[src/rtl/serial_adder_ctrl.sv]
// ============================================================================
// Module   : serial_adder_ctrl (with the halfAdder bit-cell primitive)
// Brief    : Bit-serial N-bit adder. One full-adder cell, made from two
//            halfAdder instances plus an OR, is reused LSB-first over WIDTH
//            cycles under a start/busy/done handshake.
// Revision : 1.0 - initial release
// ============================================================================
`default_nettype none

// Half adder: the shared building block of the serial bit cell.
module halfAdder (
  input  logic a_i,
  input  logic b_i,
  output logic s_o,
  output logic c_o
);
  assign s_o = a_i ^ b_i;
  assign c_o = a_i & b_i;
endmodule

module serial_adder_ctrl #(
  parameter int WIDTH = 8            // operand/result width, 2..32
) (
  input  logic             clk_i,
  input  logic             reset_n_i,
  input  logic             start_i,
  input  logic [WIDTH-1:0] a_i,
  input  logic [WIDTH-1:0] b_i,
  input  logic             cin_i,
  output logic             busy_o,
  output logic             done_o,
  output logic [WIDTH-1:0] sum_o,
  output logic             cout_o
);

  // Bit counter width is derived from WIDTH; it must not be set separately.
  localparam int                CNT_W = $clog2(WIDTH);
  localparam logic [CNT_W-1:0]  LAST  = CNT_W'(WIDTH - 1);

  typedef enum logic [1:0] {
    ST_IDLE = 2'd0,
    ST_ADD  = 2'd1,
    ST_DONE = 2'd2
  } state_t;

  state_t           state_q;
  logic [WIDTH-1:0] a_sr_q;
  logic [WIDTH-1:0] b_sr_q;
  logic [WIDTH-1:0] s_sr_q;
  logic             carry_q;
  logic [CNT_W-1:0] cnt_q;
  logic             busy_q;
  logic             done_q;
  logic [WIDTH-1:0] sum_q;
  logic             cout_q;

  // Shared full-adder cell: two half adders, carry-out is the OR of both carries.
  logic ha0_s, ha0_c, ha1_c, bit_s, bit_c;

  halfAdder u_ha0 (
    .a_i (a_sr_q[0]),
    .b_i (b_sr_q[0]),
    .s_o (ha0_s),
    .c_o (ha0_c)
  );

  halfAdder u_ha1 (
    .a_i (ha0_s),
    .b_i (carry_q),
    .s_o (bit_s),
    .c_o (ha1_c)
  );

  assign bit_c = ha0_c | ha1_c;

  // Control FSM and serial datapath; outputs are registered alongside state.
  always_ff @(posedge clk_i or negedge reset_n_i) begin
    if (!reset_n_i) begin
      state_q <= ST_IDLE;
      a_sr_q  <= '0;
      b_sr_q  <= '0;
      s_sr_q  <= '0;
      carry_q <= 1'b0;
      cnt_q   <= '0;
      busy_q  <= 1'b0;
      done_q  <= 1'b0;
      sum_q   <= '0;
      cout_q  <= 1'b0;
    end else begin
      case (state_q)
        ST_IDLE: begin
          if (start_i) begin
            a_sr_q  <= a_i;
            b_sr_q  <= b_i;
            carry_q <= cin_i;
            s_sr_q  <= '0;
            cnt_q   <= '0;
            busy_q  <= 1'b1;
            state_q <= ST_ADD;
          end
        end
        ST_ADD: begin
          a_sr_q  <= {1'b0, a_sr_q[WIDTH-1:1]};
          b_sr_q  <= {1'b0, b_sr_q[WIDTH-1:1]};
          s_sr_q  <= {bit_s, s_sr_q[WIDTH-1:1]};
          carry_q <= bit_c;
          cnt_q   <= cnt_q + CNT_W'(1);
          if (cnt_q == LAST) begin
            // Final bit: publish the result in the same edge as DONE entry.
            sum_q   <= {bit_s, s_sr_q[WIDTH-1:1]};
            cout_q  <= bit_c;
            done_q  <= 1'b1;
            state_q <= ST_DONE;
          end
        end
        ST_DONE: begin
          done_q  <= 1'b0;
          busy_q  <= 1'b0;
          state_q <= ST_IDLE;
        end
        default: begin
          done_q  <= 1'b0;
          busy_q  <= 1'b0;
          state_q <= ST_IDLE;
        end
      endcase
    end
  end

  assign busy_o = busy_q;
  assign done_o = done_q;
  assign sum_o  = sum_q;
  assign cout_o = cout_q;

endmodule

`default_nettype wire

[config.mk]
export PLATFORM = sky130hd
export DESIGN_NAME = serial_adder_ctrl
export DESIGN_NICKNAME = d
export VERILOG_FILES = /design/src/rtl/serial_adder_ctrl.sv
export SDC_FILE = /design/constraint.sdc
export NUM_CORES = 1
export LEC_CHECK = 0
export BUFFER_PORTS_ARGS = -buffer_cell sky130_fd_sc_hd__buf_2
export CAP_MARGIN = 20
export CORE_ASPECT_RATIO = 1.5
export CORE_UTILIZATION = 58
export DETAILED_ROUTE_END_ITERATION = 12
export PLACE_DENSITY = 0.87
export SETUP_SLACK_MARGIN = 0.05
export SLEW_MARGIN = 15
export SYNTH_ARGS = -nofsm -noshare
export SYNTH_HDL_FRONTEND = slang
export SYNTH_HIERARCHICAL = 1
export SYNTH_SLANG_ARGS = --single-unit
[constraint.sdc]
create_clock -name clk_i -period 3.27 [get_ports clk_i]
set_input_delay 0.654 -clock clk_i [delete_from_list [all_inputs] [get_ports clk_i]]
set_output_delay 0.654 -clock clk_i [all_outputs]
set_load 0.02 [all_outputs]
==> results.sh, run 1 <==
export IMPL_hp_class="input port to async pin"
export IMPL_synth_seq_cells=40
export IMPL_fin_total_pwr_mw=1.98
export IMPL_setup_tns_ns=0
export IMPL_peakVddDrop_v=0.000733
export IMPL_track_usage_pct=24.5
export IMPL_dp_cells=203
export IMPL_n_antenna_cell=0
export IMPL_post_drt_wl_per_cell_um=17.0
export IMPL_post_cts_setup_buffer_count=0
export IMPL_layout_common_cells="dfrtp_1, buf_2, o22ai_1"
export IMPL_gp_congestion=0.763
export IMPL_cp_start_kind="flop"
export IMPL_placed_cell_area_um2=1880
export IMPL_holdWs_ns=0.467
export IMPL_p_int_mw=1.23
export IMPL_power_frac_comb_pct=38.3
export IMPL_clockBufferDepth=2
export IMPL_synth_warnings=6
export IMPL_nets=195
export IMPL_clockPowerShare_pct=15.5
export IMPL_p_leak_nw=0.932
export IMPL_period_minus_slack_ns=1.54
export IMPL_synth_ff_type="dfrtp_1"
export IMPL_holdBufCountCts=0
export IMPL_worstSetupPathType="flop to flop"
export IMPL_rr_startpoint="state_q[1]"
export IMPL_p_sw_mw=0.751
export IMPL_drive_gt1_share_pct=28.7
export IMPL_finalClockSkew_ns=0.00875
export IMPL_worst_pin_slew_ns=0.858
export IMPL_antenna_found_initial=0
export IMPL_synth_cells=143
export IMPL_r2r_end="carry_q"
export IMPL_area_growth_pct=11.8
export IMPL_fp_dieH_um=69.4
export IMPL_slew_headroom_pct=42.8
export IMPL_clk_latency_ns=0.30
export IMPL_r2r_cells=3
export IMPL_io_buffers=30
export IMPL_drtAntennaViolNets=0
export IMPL_finalInstanceArea_um2=1960
export IMPL_end_kind="flop"
export IMPL_slew_viol_final=0
export IMPL_setup_slack_ns=1.73
export IMPL_ys_seq_area_share_pct=57.0
export IMPL_start_util_pct=60.9
export IMPL_p_sw_share_pct=38.0
export IMPL_crit_path_max_incr_delay_ns=0.51
export IMPL_rows=24
export IMPL_vias=1279
export IMPL_overflow=0
export IMPL_cts_tree="done"
export IMPL_path_buf_inv=0
export IMPL_io_pins=31
export IMPL_die_area_um2=3260
export IMPL_cp_slowest_cell="dfrtp_1"
export IMPL_cts_repair_resized=0
export IMPL_grt_pass1_vias=1204
export IMPL_avgSynthCellArea_um2=12.3
export IMPL_vias_per_cell=6.09
export IMPL_pwr_density_cell_nw_per_um2=1010
export IMPL_pwr_share_seq_pct=46.2
export IMPL_fmax_mhz=647
export IMPL_cts_buffers=5
export IMPL_synth_fp_nets=167
export IMPL_crit_required_ns=3.43
export IMPL_setup_viol_count_final=0
export IMPL_preCtsSetupSlack_ns=1.63
export IMPL_timing_final_crit_share_pct=47.2
export IMPL_die_w_um=46.9
export IMPL_hold_viol_final=0
export IMPL_crit_chain="nand2b_1, o32ai_1, a21oi_1"
export IMPL_grt_pass1_wl_um=5620
export IMPL_cp_arrival_ns=1.71
export IMPL_core_um2=2880
export IMPL_drtPass1Iterations=4
export IMPL_synth_edf_count=0
export IMPL_drc_errors=0
export IMPL_clk_pin_slew_ns=0.07
export IMPL_rsz0062_at_grt="false"
export IMPL_clkSinkCount=40
export IMPL_maxCapViolations=0
export IMPL_final_cells=210
export IMPL_ys_types=26
export IMPL_clockRootBuffer="clkbuf_8"
export IMPL_final_util_pct=68.1
export IMPL_synth_async_reset_ratio_pct=100
export IMPL_dp_hpwl_um=2360
export IMPL_cp_max_fo=16
export IMPL_cp_top_family="flip-flops"
export IMPL_drtIter0Drc=49
export IMPL_status="finished, final reports clean"
export IMPL_routed_wl_um=3570
export IMPL_htreeDepth=2
export IMPL_final_common_cell="dfrtp_1"
export IMPL_rrSetupSlack_ns=1.73
export IMPL_grt_max_degree=41
export IMPL_netlist_area_um2=1760
==> worst reg2reg max path: cells and delay by family (launching register included) <==
family,cells,cell delay [ns]
DFF,1,0.51
and+or+nand+nor,1,0.47
AOI/OAI and AO/OA,2,0.43
==> routing by layer <==
layer | share of wire [%] | GRT usage (%) | vias up
li1 | - | - | 595
met1 | 41 | 30.7 | 631
met2 | 52 | 38.6 | 47
met3 | 5.9 | 7.03 | 6
met4 | 1.9 | 9.84 | 0
met5 | 0 | 0 | -
==> cell type report <==
type | count | area [um2]
sequential | 40 | 1000
fill | 235 | 921
multi-input combinational | 90 | 669
timing repair buffer | 30 | 150
clock buffer | 6 | 72.6
tap | 39 | 48.8
inverter | 4 | 15.0
clock inverter | 1 | 5.00
==> cells in the mapped netlist (2+ instances only) <==
cell type | count | area share [%]
mux2_4 | 7 | 6.0
o22ai_1 | 29 | 10
nand2_1 | 5 | 1.1
a21oi_1 | 19 | 5.4
dfrtp_1 | 40 | 57
buf_2 | 2 | 0.57
a22o_1 | 9 | 4.5
buf_6 | 3 | 1.9
buf_4 | 3 | 1.3
nor2b_1 | 3 | 1.1
ha_1 | 4 | 2.9
o21ai_0 | 3 | 0.86
inv_1 | 3 | 0.64
==> flip-flops by register name, indices dropped and copies added, names as in the netlist <==
name     count
cout_o       1
state_q      2
sum_o        8
s_sr_q       7
busy_o       1
carry_q      1
b_sr_q       8
done_o       1
a_sr_q       8
cnt_q        3
==> worst max-delay path by stage <==
stage                          start        end  slack [ns]  cells past startpoint
after global placement       start_i  a_sr_q[1]        1.70                      4
after CTS                 state_q[1]    carry_q        1.72                      3
after floorplan             cnt_q[0]   sum_o[0]        1.85                      5
final                     state_q[1]    carry_q        1.73                      3
after detailed placement     start_i  a_sr_q[2]        1.63                      4
after global routing      state_q[1]  a_sr_q[2]        1.63                      3
==> cells by family (layout without fill, tap and decap cells) <==
family,after synthesis,count (layout),synth area share (%)
fa+ha+maj,4,4,2.85
mux,8,8,6.63
flops,40,40,57.0
buf+inv,13,41,4.85
simple gates,14,14,5.70
compound gates,64,64,23.0
==> power by group through the flow <==
stage	logic [mW]	clock network [mW]	registers, mW
2_1_floorplan	0.526	0	0.947
3_3_place_gp	0.723	0	0.895
3_5_place_dp	0.756	0	0.915
4_1_cts	0.762	0.312	0.913
5_1_grt	0.837	0.336	0.941
6_report	0.756	0.307	0.914
Power figures use the tool's default switching activity.
==> run 2, diff against run 1 <==
- ABC_AREA: default -> 1
- CORE_UTILIZATION: 58 -> 50
- PLACE_DENSITY: 0.87 -> 0.8
- clock period: 3.27 -> 1.2 ns (I/O delays scaled with it)
==> run 2 against run 1 <==
  * Die area grew 23%
  * Synthesized cell count grew 53%
  * Critical path depth grew 3
  * Utilization grew 1.6 points
  * Worst hold slack lost 0.31 ns
  * Synthesized area grew 6.4%
  * Final cell count grew 48%
  * Worst setup slack lost 1.7 ns
  * Register-to-register slack lost 1.7 ns
  * Count of clock-buffer cells in the layout grew 1
  * Largest cell class unchanged
  * Largest power group is now combinational cells
  * Highest routed layer unchanged
==> results.sh, run 2 <==
export IMPL_n_antenna_cell=0
export IMPL_drtAntennaViolNets=0
export IMPL_gp_congestion=0.791
export IMPL_setup_slack_ns=0.0145
export IMPL_end_kind="flop"
export IMPL_die_w_um=51.9
export IMPL_synthTopCellsByArea="dfrtp_1, nand2_1, nand3_1"
export IMPL_drive_gt1_share_pct=34.2
export IMPL_drc_errors=0
export IMPL_cp_start_kind="flop"
export IMPL_clockBufferDepth=2
export IMPL_crit_required_ns=1.39
export IMPL_synth_edf_count=0
export IMPL_layout_common_cells="nand2_1, dfrtp_1, inv_1"
export IMPL_start_util_pct=53.7
export IMPL_period_minus_slack_ns=1.19
export IMPL_io_pins=31
export IMPL_placed_cell_area_um2=2140
export IMPL_p_leak_nw=1.32
export IMPL_drtPass1Iterations=4
export IMPL_yosys_area_top_type="dfrtp_1"
export IMPL_synth_seq_cells=40
export IMPL_drtIter0Drc=42
export IMPL_htreeDepth=2
export IMPL_cts_tree="done"
export IMPL_status="finished, final reports clean"
export IMPL_fmax_mhz=844
export IMPL_fp_dieH_um=76.9
export IMPL_rows=26
export IMPL_clkSinkCount=40
export IMPL_dp_cells=299
export IMPL_post_drt_wl_per_cell_um=12.3
export IMPL_cp_arrival_ns=1.37
export IMPL_avgSynthCellArea_um2=8.53
export IMPL_ys_seq_area_share_pct=53.6
export IMPL_vias_per_cell=4.97
export IMPL_track_usage_pct=22.0
export IMPL_synth_top_area_share_pct=53.6
export IMPL_clk_latency_ns=0.29
export IMPL_hold_viol_final=0
export IMPL_grt_pass1_wl_um=6500
export IMPL_final_cells=311
export IMPL_cp_max_fo=2
export IMPL_area_growth_pct=29.8
export IMPL_synth_ff_type="dfrtp_1"
export IMPL_num_fill_cells=288
export IMPL_timing_final_crit_share_pct=98.8
export IMPL_overflow=0
export IMPL_slew_viol_final=0
export IMPL_setup_viol_count_final=0
export IMPL_hp_class="input port to flop"
export IMPL_routed_wl_um=3830
export IMPL_yosys_top_cells_count="nand2_1, dfrtp_1, inv_1, nand3_1"
export IMPL_vias=1545
export IMPL_clk_pin_slew_ns=0.07
export IMPL_preCtsSetupSlack_ns=-0.0517
export IMPL_netlist_area_um2=1870
export IMPL_grt_pass1_vias=1481
export IMPL_finalInstanceArea_um2=2420
export IMPL_maxCapViolations=0
export IMPL_synth_most_common_cell="nand2_1"
export IMPL_grt_max_degree=41
export IMPL_cts_buffers=5
export IMPL_worstSetupPathType="flop to flop"
export IMPL_nets=292
export IMPL_worst_pin_slew_ns=0.213
export IMPL_synth_warnings=6
export IMPL_core_um2=3480
export IMPL_rsz0062_at_grt="true"
export IMPL_clockRootBuffer="clkbuf_8"
export IMPL_pwr_density_cell_nw_per_um2=2760
export IMPL_synth_cells=219
export IMPL_finalClockSkew_ns=0.00602
export IMPL_final_common_cell="nand2_1"
export IMPL_holdWs_ns=0.153
export IMPL_synth_fp_nets=243
export IMPL_ys_types=20
export IMPL_synth_async_reset_ratio_pct=100
export IMPL_io_buffers=30
export IMPL_antenna_found_initial=0
export IMPL_slew_headroom_pct=85.8
export IMPL_dp_hpwl_um=2600
export IMPL_die_area_um2=3990
export IMPL_peakVddDrop_v=0.00153
==> run 2: cell count changes after synthesis, sizes merged, moves of 2 or more <==
cell / delta
inv: +31
nand2: +71
mux2: -8
a22o: -9
nand3: +32
o22ai: -29
nand2b: -2
o21ai: +13
a21oi: -18
nor2: +2
nor2b: -3
==> run 2: logic make-up after synthesis <==
group / share of synthesized area, %
compound gates: 6.43
fa+ha+maj: 2.68
buf+inv: 11.5
flops: 53.6
simple gates: 25.9
==> run 2: layer usage <==
metal / routed length, um / global-route usage, %
met5: 0 / 0
met4: 68 / 8.92
met3: 148 / 4.76
met2: 1960 / 36.5
met1: 1660 / 26.8
==> run 2: path summary, 6_finish.rpt <==
check                                from          to  slack [ns]  depth (start not counted)
worst min register to register  a_sr_q[6]   a_sr_q[6]        0.48                          2
worst max-delay path            b_sr_q[0]     carry_q        0.01                          6
worst min-delay path               b_i[7]   b_sr_q[7]        0.15                          3
max in group asynchronous       reset_n_i  state_q[0]        0.56                          3
min in group asynchronous       reset_n_i    sum_o[3]        0.44                          3
worst max register to register  b_sr_q[0]     carry_q        0.01                          6
==> run 2: what timing repair did <==
item                                   CTS  global route
setup buffers                            2             1
resized for setup                       18            13
endpoints found under the hold margin   40             0
setup endpoints to repair               18            35
pin swaps                                4             3
hold buffers                             1             0
==> run 2: layout make-up <==
class                   count  area (um2)  area share, %
clock buffers               7        96.3           3.97
clock inverters             1        30.0           1.24
inverters                  36         141           5.83
multi-input cells         134         746           30.8
flip-flops and latches     40        1000           41.3
well taps                  42        52.6           2.17
repair buffers             51         357           14.7
==> run 2: worst max-delay path, stage by stage (launching register included) <==
cell and delay [ns]:
dfrtp_1 0.42, ha_4 0.26, ha_4 0.16, nor2_4 0.08, nand2_2 0.06, nand3_2 0.06
nand2_1 0.05
==> run 2: metrics by stage <==
step	TNS (ns)	total power [mW]	util, %
finish	0	6.70	69.7
global route	-0.0608	7.25	69.7
CTS	0	6.56	68.2
detailed placement	-0.0888	5.08	61.6
global placement	0	4.92	61.6
floorplan	0	4.25	-
==> run 2: power breakdown <==
part,switching (mW),leakage [nW],internal [mW]
logic,1.73,0.757,1.39
registers,0.404,0.494,1.98
clock network,0.463,0.0645,0.734
total,2.60,1.32,4.10
